File: src/rtl/mem_arbiter_pkg.sv
// mem_arbiter_pkg: shared encodings for the single-port memory arbiter.
//   arb_state_t : arbiter FSM states (ARB_IDLE / ARB_REQ / ARB_RESP)
//   arb_owner_t : owner of the current bus transaction (OWN_IF / OWN_DM)
package mem_arbiter_pkg;

  typedef enum logic [1:0] {
    ARB_IDLE = 2'd0,
    ARB_REQ  = 2'd1,
    ARB_RESP = 2'd2
  } arb_state_t;

  typedef enum logic {
    OWN_IF = 1'b0,
    OWN_DM = 1'b1
  } arb_owner_t;

endpackage

File: src/rtl/mem_arbiter_pick.sv
// mem_arb_pick: requester selection for the arbiter's IDLE acceptance.
// Data wins over fetch. With MEM_ARB_FAIR_EN defined, a counter tracks data
// grants taken while fetch waits; at FAIR_MAX with both pending, fetch wins.
// Ports:
//   clk_i, rst, take_i : clock, async active-low reset, acceptance strobe
//                        (present only with MEM_ARB_FAIR_EN)
//   if_req_i, dm_req_i : pending fetch / data requests
//   owner_o            : owner for an acceptance in this cycle
module mem_arb_pick
  import mem_arbiter_pkg::*;
#(
  parameter int unsigned FAIR_MAX = 4
) (
`ifdef MEM_ARB_FAIR_EN
  input  logic       clk_i,
  input  logic       rst,
  input  logic       take_i,
`endif
  input  logic       if_req_i,
  input  logic       dm_req_i,
  output arb_owner_t owner_o
);

`ifdef MEM_ARB_FAIR_EN
  localparam int unsigned CNT_W = $clog2(FAIR_MAX + 1);

  logic [CNT_W-1:0] fair_cnt;
  logic             fetch_turn;

  assign fetch_turn = if_req_i && dm_req_i && (fair_cnt == CNT_W'(FAIR_MAX));

  always_comb begin
    owner_o = OWN_DM;
    if (fetch_turn || (if_req_i && !dm_req_i)) owner_o = OWN_IF;
  end

  // Never exceeds FAIR_MAX: at the limit the next acceptance goes to fetch.
  always_ff @(posedge clk_i or negedge rst) begin
    if (!rst) begin
      fair_cnt <= '0;
    end else if (!if_req_i) begin
      fair_cnt <= '0;
    end else if (take_i) begin
      if (owner_o == OWN_IF) fair_cnt <= '0;
      else                   fair_cnt <= fair_cnt + 1'b1;
    end
  end
`else
  always_comb begin
    owner_o = OWN_DM;
    if (if_req_i && !dm_req_i) owner_o = OWN_IF;
  end
`endif

endmodule

File: src/rtl/mem_arbiter.sv
// mem_arbiter: shares one external memory bus between fetch and memory stage.
// Registered IDLE -> REQ -> RESP FSM, responses routed to the owner, fetches
// cancelled on flush_i, combinational stall requests for the hazard unit.
// Fetch transactions are issued as full-word reads (be all ones, wdata 0).
// Optional feature: MEM_ARB_FAIR_EN enables the fetch fairness counter.
// Ports:
//   clk_i, rst                  : clock, async active-low reset
//   if_req_i/if_addr_i          : fetch request in; if_rvalid_o/if_rdata_o out
//   dm_req_i/we/be/addr/wdata   : data request in; dm_rvalid_o/dm_rdata_o out
//   flush_i                     : branch redirect, cancels the current fetch
//   if_stall_o, dm_stall_o      : stall requests
//   bus_req/we/be/addr/wdata_o  : registered bus request
//   bus_gnt_i, bus_rvalid_i, bus_rdata_i : bus handshake and read data
module mem_arbiter
  import mem_arbiter_pkg::*;
#(
  parameter int unsigned ADDR_W   = 32,
  parameter int unsigned DATA_W   = 32,
  parameter int unsigned FAIR_MAX = 4
) (
  input  logic                clk_i,
  input  logic                rst,
  input  logic                if_req_i,
  input  logic [ADDR_W-1:0]   if_addr_i,
  output logic                if_rvalid_o,
  output logic [DATA_W-1:0]   if_rdata_o,
  input  logic                dm_req_i,
  input  logic                dm_we_i,
  input  logic [DATA_W/8-1:0] dm_be_i,
  input  logic [ADDR_W-1:0]   dm_addr_i,
  input  logic [DATA_W-1:0]   dm_wdata_i,
  output logic                dm_rvalid_o,
  output logic [DATA_W-1:0]   dm_rdata_o,
  input  logic                flush_i,
  output logic                if_stall_o,
  output logic                dm_stall_o,
  output logic                bus_req_o,
  output logic                bus_we_o,
  output logic [DATA_W/8-1:0] bus_be_o,
  output logic [ADDR_W-1:0]   bus_addr_o,
  output logic [DATA_W-1:0]   bus_wdata_o,
  input  logic                bus_gnt_i,
  input  logic                bus_rvalid_i,
  input  logic [DATA_W-1:0]   bus_rdata_i
);

  arb_state_t state_q, state_d;
  arb_owner_t owner_q, pick_owner;
  logic       drop_q, drop_d;
  logic       accept, if_flush, resp;

  assign accept   = (state_q == ARB_IDLE) && (if_req_i || dm_req_i);
  assign if_flush = flush_i && (owner_q == OWN_IF);
  assign resp     = (state_q == ARB_RESP) && bus_rvalid_i;

  mem_arb_pick #(
    .FAIR_MAX (FAIR_MAX)
  ) u_pick (
`ifdef MEM_ARB_FAIR_EN
    .clk_i    (clk_i),
    .rst      (rst),
    .take_i   (accept),
`endif
    .if_req_i (if_req_i),
    .dm_req_i (dm_req_i),
    .owner_o  (pick_owner)
  );

  always_comb begin
    state_d = state_q;
    drop_d  = drop_q;
    case (state_q)
      ARB_IDLE: if (accept) state_d = ARB_REQ;
      ARB_REQ: begin
        if (bus_gnt_i) begin
          state_d = ARB_RESP;
          if (if_flush) drop_d = 1'b1;
        end else if (if_flush) begin
          state_d = ARB_IDLE;
        end
      end
      ARB_RESP: begin
        if (if_flush) drop_d = 1'b1;
        if (bus_rvalid_i) begin
          state_d = ARB_IDLE;
          drop_d  = 1'b0;
        end
      end
      default: state_d = ARB_IDLE;
    endcase
  end

  always_ff @(posedge clk_i or negedge rst) begin
    if (!rst) begin
      state_q   <= ARB_IDLE;
      drop_q    <= 1'b0;
      bus_req_o <= 1'b0;
    end else begin
      state_q   <= state_d;
      drop_q    <= drop_d;
      bus_req_o <= (state_d == ARB_REQ);
    end
  end

  // Request latch: bus fields hold from REQ entry until the next acceptance.
  always_ff @(posedge clk_i or negedge rst) begin
    if (!rst) begin
      owner_q     <= OWN_IF;
      bus_we_o    <= 1'b0;
      bus_be_o    <= '0;
      bus_addr_o  <= '0;
      bus_wdata_o <= '0;
    end else if (accept) begin
      owner_q <= pick_owner;
      if (pick_owner == OWN_DM) begin
        bus_we_o    <= dm_we_i;
        bus_be_o    <= dm_be_i;
        bus_addr_o  <= dm_addr_i;
        bus_wdata_o <= dm_wdata_i;
      end else begin
        bus_we_o    <= 1'b0;
        bus_be_o    <= '1;
        bus_addr_o  <= if_addr_i;
        bus_wdata_o <= '0;
      end
    end
  end

  // A flush in the response cycle itself drops the fetch data too.
  assign if_rvalid_o = resp && (owner_q == OWN_IF) && !drop_q && !flush_i;
  assign dm_rvalid_o = resp && (owner_q == OWN_DM);
  assign if_rdata_o  = bus_rdata_i;
  assign dm_rdata_o  = bus_rdata_i;

  // Gated by reset so both stall requests read 0 while reset is held.
  assign if_stall_o = rst && if_req_i && !if_rvalid_o;
  assign dm_stall_o = rst && dm_req_i && !dm_rvalid_o;

endmodule
File: config.mk
export PLATFORM = sky130hd
export DESIGN_NAME = mem_arbiter
export DESIGN_NICKNAME = d
export VERILOG_FILES = /design/src/rtl/mem_arbiter_pkg.sv /design/src/rtl/mem_arbiter_pick.sv /design/src/rtl/mem_arbiter.sv
export SDC_FILE = /design/constraint.sdc
export NUM_CORES = 1
export LEC_CHECK = 0
export CAP_MARGIN = 20
export CORE_AREA = 3 3 108 110
export DETAILED_ROUTE_END_ITERATION = 10
export DIE_AREA = 0 0 111 113
export GPL_ROUTABILITY_DRIVEN = 0
export HOLD_SLACK_MARGIN = 0.08
export PLACE_DENSITY_LB_ADDON = 0.15
export SKIP_CTS_REPAIR_TIMING = 1
export SLEW_MARGIN = 20
export SYNTH_ARGS = -nofsm -noshare
export SYNTH_HDL_FRONTEND = slang
export SYNTH_SLANG_ARGS = --single-unit
export TNS_END_PERCENT = 30
File: constraint.sdc
create_clock -name clk_i -period 5.14 [get_ports clk_i]
set_clock_uncertainty 0.2 [all_clocks]
set_input_delay 0.771 -clock clk_i [delete_from_list [all_inputs] [get_ports clk_i]]
set_output_delay 0.771 -clock clk_i [all_outputs]
set_load 0.02 [all_outputs]
==> results of run 1 <==
==> layer usage <==
metal / track usage / wire [µm] / vias to the layer above
met4: 0.0550 / 143 / 0
met3: 0.0610 / 1030 / 20
li1: - / - / 1162
met5: 0 / 0 / -
met1: 0.192 / 3960 / 1185
met2: 0.222 / 4090 / 145
==> through the flow <==
step	hold WS, ns	power (mW)	std cells
global placement	0.287	2.56	528
floorplan	0.275	1.91	282
finish	0.104	3.10	544
detailed placement	0.290	2.58	528
CTS	0.102	3.14	544
global route	0.107	3.28	544
==> synthesized netlist by cell type <==
cell | number | area (µm²)
and2_1 | 1 | 6.26
o22a_1 | 4 | 35.0
nor4_1 | 1 | 6.26
inv_1 | 1 | 3.75
nor2b_1 | 1 | 6.26
mux2_2 | 34 | 383
o21a_1 | 1 | 7.51
clkbuf_1 | 1 | 3.75
nand2b_1 | 2 | 12.5
o22ai_1 | 1 | 6.26
a21oi_1 | 1 | 5.00
nor2_1 | 6 | 22.5
nand3_1 | 1 | 5.00
buf_2 | 6 | 30.0
a22o_1 | 33 | 289
dfrtp_1 | 74 | 1850
o21ai_0 | 2 | 10.0
nand3b_1 | 1 | 7.51
buf_6 | 4 | 45.0
buf_4 | 68 | 510
o21ai_1 | 1 | 5.00
nand2_1 | 7 | 26.3
a211oi_1 | 1 | 7.51
mux2_4 | 30 | 450
==> power by group through the flow <==
stage                     sequential, mW  clock [mW]  combinational [mW]
after detailed placement            1.01           0                1.57
after CTS                           1.01       0.571                1.57
after global placement              1.01           0                1.55
final                               1.00       0.554                1.54
after floorplan                     1.32           0               0.584
after global routing                1.05       0.594                1.63
==> worst max path at each step <==
| stage | slack [ns] | cells past startpoint | endpoint | startpoint |
|---|---|---|---|---|
| global route | 1.75 | 4 | if_rvalid_o | bus_rvalid_i |
| CTS | 1.78 | 4 | if_rvalid_o | bus_rvalid_i |
| finish | 1.81 | 4 | if_rvalid_o | bus_rvalid_i |
| global placement | 1.84 | 4 | if_rvalid_o | bus_rvalid_i |
| detailed placement | 1.78 | 4 | if_rvalid_o | bus_rvalid_i |
| floorplan | 2.32 | 3 | if_stall_o | bus_rvalid_i |
==> kinds of logic after synthesis <==
family	count (synthesis)	synth area share
buf+inv	80	0.159
flops	74	0.496
mux	64	0.223
compound gates	44	0.0978
simple gates	20	0.0248
==> cell type report <==
type	count	area, µm²	area share
Clock buffer	9	124	0.0228
Multi-Input combinational cell	128	1300	0.240
Tap cell	140	175	0.0323
Sequential cell	74	1850	0.342
Inverter	1	3.75	0.000692
Clock inverter	7	124	0.0228
Timing Repair Buffer	185	1840	0.339
==> critical path, cell delays in order <==
cell	delay, ns
clkdlybuf4s50_1	0.49
nand3b_1	0.12
nor4_1	0.29
clkdlybuf4s50_1	0.69
==> placed cells by master, fill, tap and decap left out, drive strengths merged, types with 4 or more instances in the layout <==
cell,count
a22o,33
buf,5
clkbuf,9
clkdlybuf4s50,180
dfrtp,74
mux2,64
nand2,7
nor2,6
o22a,4
==> sequential cells by signal, summed over array words and instances, names as in the netlist <==
register,count
bus_addr_o,32
state_q,2
bus_req_o,1
drop_q,1
owner_q,1
bus_we_o,1
bus_be_o,4
bus_wdata_o,32
==> results_dict.tcl, run 1 <==
set metrics [dict create \
    viasPerCell 4.62 \
    hpwlAfterDp_mm 6.76 \
    cts_buffer_depth 2 \
    arrival_ns 2.36 \
    peakVddDrop_v 0.000252 \
    postLayoutCellArea_um2 5420 \
    rows 38 \
    antennaDiodeCount 0 \
    numClockSinks 74 \
    ys_ff_latch 74 \
    timing.rr.end "bus_addr_o[22]" \
    layout.nets 539 \
    dr.first_iter.drc_count 66 \
    drv_slew 0 \
    power_density_nw_per_um2 571 \
    syn_inst 282 \
    core_um2 10800 \
    r2r_start "state_q[1]" \
    die-area_um2 12500 \
    yosysSeqAreaShare 0.496 \
    grt_pass1_wl_mm 14.8 \
    final_hold_viol_count 0 \
    grt-ovfl-total 0 \
    cp.required_ns 4.17 \
    post-place-ws_ns 1.78 \
    wl_per_cell_um 16.9 \
    p_seq_frac 0.324 \
    path_clk_slew_ns 0.09 \
    drtAntennaViolNets 0 \
    setup_violations 0 \
    syn-num-nets 422 \
    dr.pass1.iters 4 \
    fin_crit_ns 3.33 \
    rsz0062_at_grt "no" \
    fin_ws_ns 1.81 \
    net-switching-power_mw 1.09 \
    antenna_found_initial 0 \
    routed-via-count 2512 \
    fp.dieW_um 111 \
    fillers 984 \
    htreeDepth 3 \
    io_buffer_count 181 \
    critPathKind "input pin to output pin" \
    syn_area_um2 3740 \
    fin_util 0.502 \
    intPower_mw 2.00 \
    worstSetupStartpointType "input pin" \
    tightest_slew_ns 0.697 \
    hold_path.class "input pin to asynchronous set/reset pin" \
    grt_pass1_vias 2680 \
    regToRegSetupSlack_ns 3.13 \
    switching_share 0.354 \
    cts_tree "done" \
    finalSetupTns_ns 0 \
    yosysWarnings 0 \
    fp.dieH_um 113 \
    status "finished, final reports clean" \
    end_kind "output pin" \
    dpl-instance-area_um2 5170 \
    power.leakage_nw 2.29 \
    cts-root-buf "clkbuf_8" \
    drive_gt1_frac 0.218 \
    period_share 0.647 \
    pin_count 278 \
    groute.usage.overall 0.148 \
    grt_max_degree 57 \
    synth_cell_types 24 \
    start_util 0.346 \
    drc 0 \
    fmax_mhz 301 \
    area_growth_pct 45.1 \
    reg2reg_depth 4 \
    max-slew-margin-rel 0.535 \
    avgSynthCellArea_um2 13.2 \
    clk_latency_ns 0.34 \
    cp_max_fo 3 \
    numCtsBuffers 9 \
    finalWirelength_mm 9.22 \
    comb_power_share 0.497 \
    drv_cap 0 \
    power_frac_clock 0.179 \
]
(Power assumes the default switching activity.)
==> run 2: changes to the inputs <==
--- a/config.mk
+++ b/config.mk
@@ -6,9 +6,9 @@
 export NUM_CORES = 1
 export LEC_CHECK = 0
 export CAP_MARGIN = 20
-export CORE_AREA = 3 3 108 110
+export CORE_MARGIN = 3
+export CORE_UTILIZATION = 35
 export DETAILED_ROUTE_END_ITERATION = 10
-export DIE_AREA = 0 0 111 113
 export GPL_ROUTABILITY_DRIVEN = 0
 export HOLD_SLACK_MARGIN = 0.08
 export PLACE_DENSITY_LB_ADDON = 0.15
==> constraint.sdc (replaced) <==
create_clock -name clk_i -period 3.4 [get_ports clk_i]
set_clock_uncertainty 0.2 [all_clocks]
set_input_delay 0.51 -clock clk_i [delete_from_list [all_inputs] [get_ports clk_i]]
set_output_delay 0.51 -clock clk_i [all_outputs]
set_load 0.02 [all_outputs]
==> results_dict.tcl, run 2 (synthesis gave the netlist of run 1 again) <==
set metrics [dict create \
    status "finished, final reports clean" \
    layout.nets 541 \
    cts_tree "done" \
    core_um2 10400 \
    final_hold_viol_count 0 \
    fin_ws_ns 0.638 \
    cp.required_ns 2.69 \
    critPathKind "input pin to output pin" \
    worstSetupStartpointType "input pin" \
    rsz0062_at_grt "no" \
    drive_gt1_frac 0.215 \
    area_growth_pct 45.5 \
    power_density_nw_per_um2 865 \
    wl_per_cell_um 16.3 \
    fp.dieH_um 109 \
    post-place-ws_ns 0.644 \
    max-slew-margin-rel 0.604 \
    htreeDepth 3 \
    io_buffer_count 181 \
    grt_max_degree 41 \
    cts-root-buf "clkbuf_8" \
    routed-via-count 2502 \
    drc 0 \
    final_cell_mix "clkdlybuf4s50_1, dfrtp_1, mux2_2" \
    dr.pass1.iters 4 \
    numClockSinks 74 \
    start_util 0.360 \
    drv_cap 0 \
    period_share 0.812 \
    dp.cells 526 \
    reg2reg_depth 4 \
    die-area_um2 11900 \
    power.leakage_nw 2.30 \
    groute.usage.overall 0.143 \
    fillers 925 \
    path_clk_slew_ns 0.08 \
    dpl-instance-area_um2 5180 \
    antenna_found_initial 0 \
    reg_top3 "bus_addr_o: 32 flops, bus_wdata_o: 32 flops, bus_be_o: 4 flops" \
    drtAntennaViolNets 0 \
    clk_latency_ns 0.33 \
    setup_violations 0 \
    fp.dieW_um 109 \
    pin_count 278 \
    fin_crit_ns 2.76 \
    holdWs_ns 0.0940 \
    tightest_slew_ns 0.595 \
    antennaDiodeCount 0 \
    finalSetupTns_ns 0 \
    drv_slew 0 \
    end_kind "output pin" \
    rows 37 \
    peakVddDrop_v 0.000397 \
    cp_max_fo 3 \
    dr.first_iter.drc_count 78 \
    grt-ovfl-total 0 \
    cts_buffer_depth 2 \
    hpwlAfterDp_mm 6.49 \
    arrival_ns 2.05 \
    grt_pass1_wl_mm 13.2 \
    postLayoutCellArea_um2 5440 \
    grt_pass1_vias 2614 \
    numCtsBuffers 9 \
    hold_path.class "input pin to asynchronous set/reset pin" \
    final_common_cell "clkdlybuf4s50_1" \
    fin_cells 541 \
    viasPerCell 4.62 \
    fmax_mhz 362 \
    finalWirelength_mm 8.82 \
]
[run 2: path summary, 6_finish.rpt]
kind,start,endpoint,slack (ns)
max,bus_rvalid_i,if_rvalid_o,0.64
min,rst,bus_addr_o[21],0.09
max reg2reg,state_q[1],bus_addr_o[13],1.39
min reg2reg,bus_wdata_o[16],bus_wdata_o[16],0.30
max in group asynchronous,rst,bus_wdata_o[19],2.06
min in group clk_i,bus_wdata_o[16],bus_wdata_o[16],0.30
[run 2: metrics by stage]
step	util	power, mW
floorplan	-	2.89
global placement	0.500	3.86
detailed placement	0.500	3.88
CTS	0.524	4.79
global route	0.524	4.99
finish	0.524	4.70
[run 2: final cells by class]
type | instances | area (µm²) | share of cell area
well taps | 136 | 170 | 0.0313
multi-input cells | 128 | 1300 | 0.240
clock inverters | 5 | 128 | 0.0235
flip-flops and latches | 74 | 1850 | 0.341
repair buffers | 187 | 1850 | 0.341
clock buffers | 10 | 128 | 0.0235
inverters | 1 | 3.75 | 0.000690
[run 2: power breakdown]
group	switching (mW)	leakage [nW]	internal, mW
logic	1.08	1.28	1.24
registers	0.223	0.900	1.30
clock network	0.311	0.123	0.558
total	1.61	2.30	3.10
[run 2: worst max-delay path, stage by stage]
cell and delay (ns):
clkdlybuf4s50_1 0.48, nand3b_1 0.11, nor4_1 0.28, clkdlybuf4s50_1 0.67
[run 2: layer usage]
layer / routed length (µm) / GRT usage / vias to the layer above
met5: 0 / 0 / -
met4: 118 / 0.0499 / 0
met3: 1240 / 0.0705 / 17
met2: 3830 / 0.220 / 146
met1: 3640 / 0.176 / 1175
li1: - / - / 1164
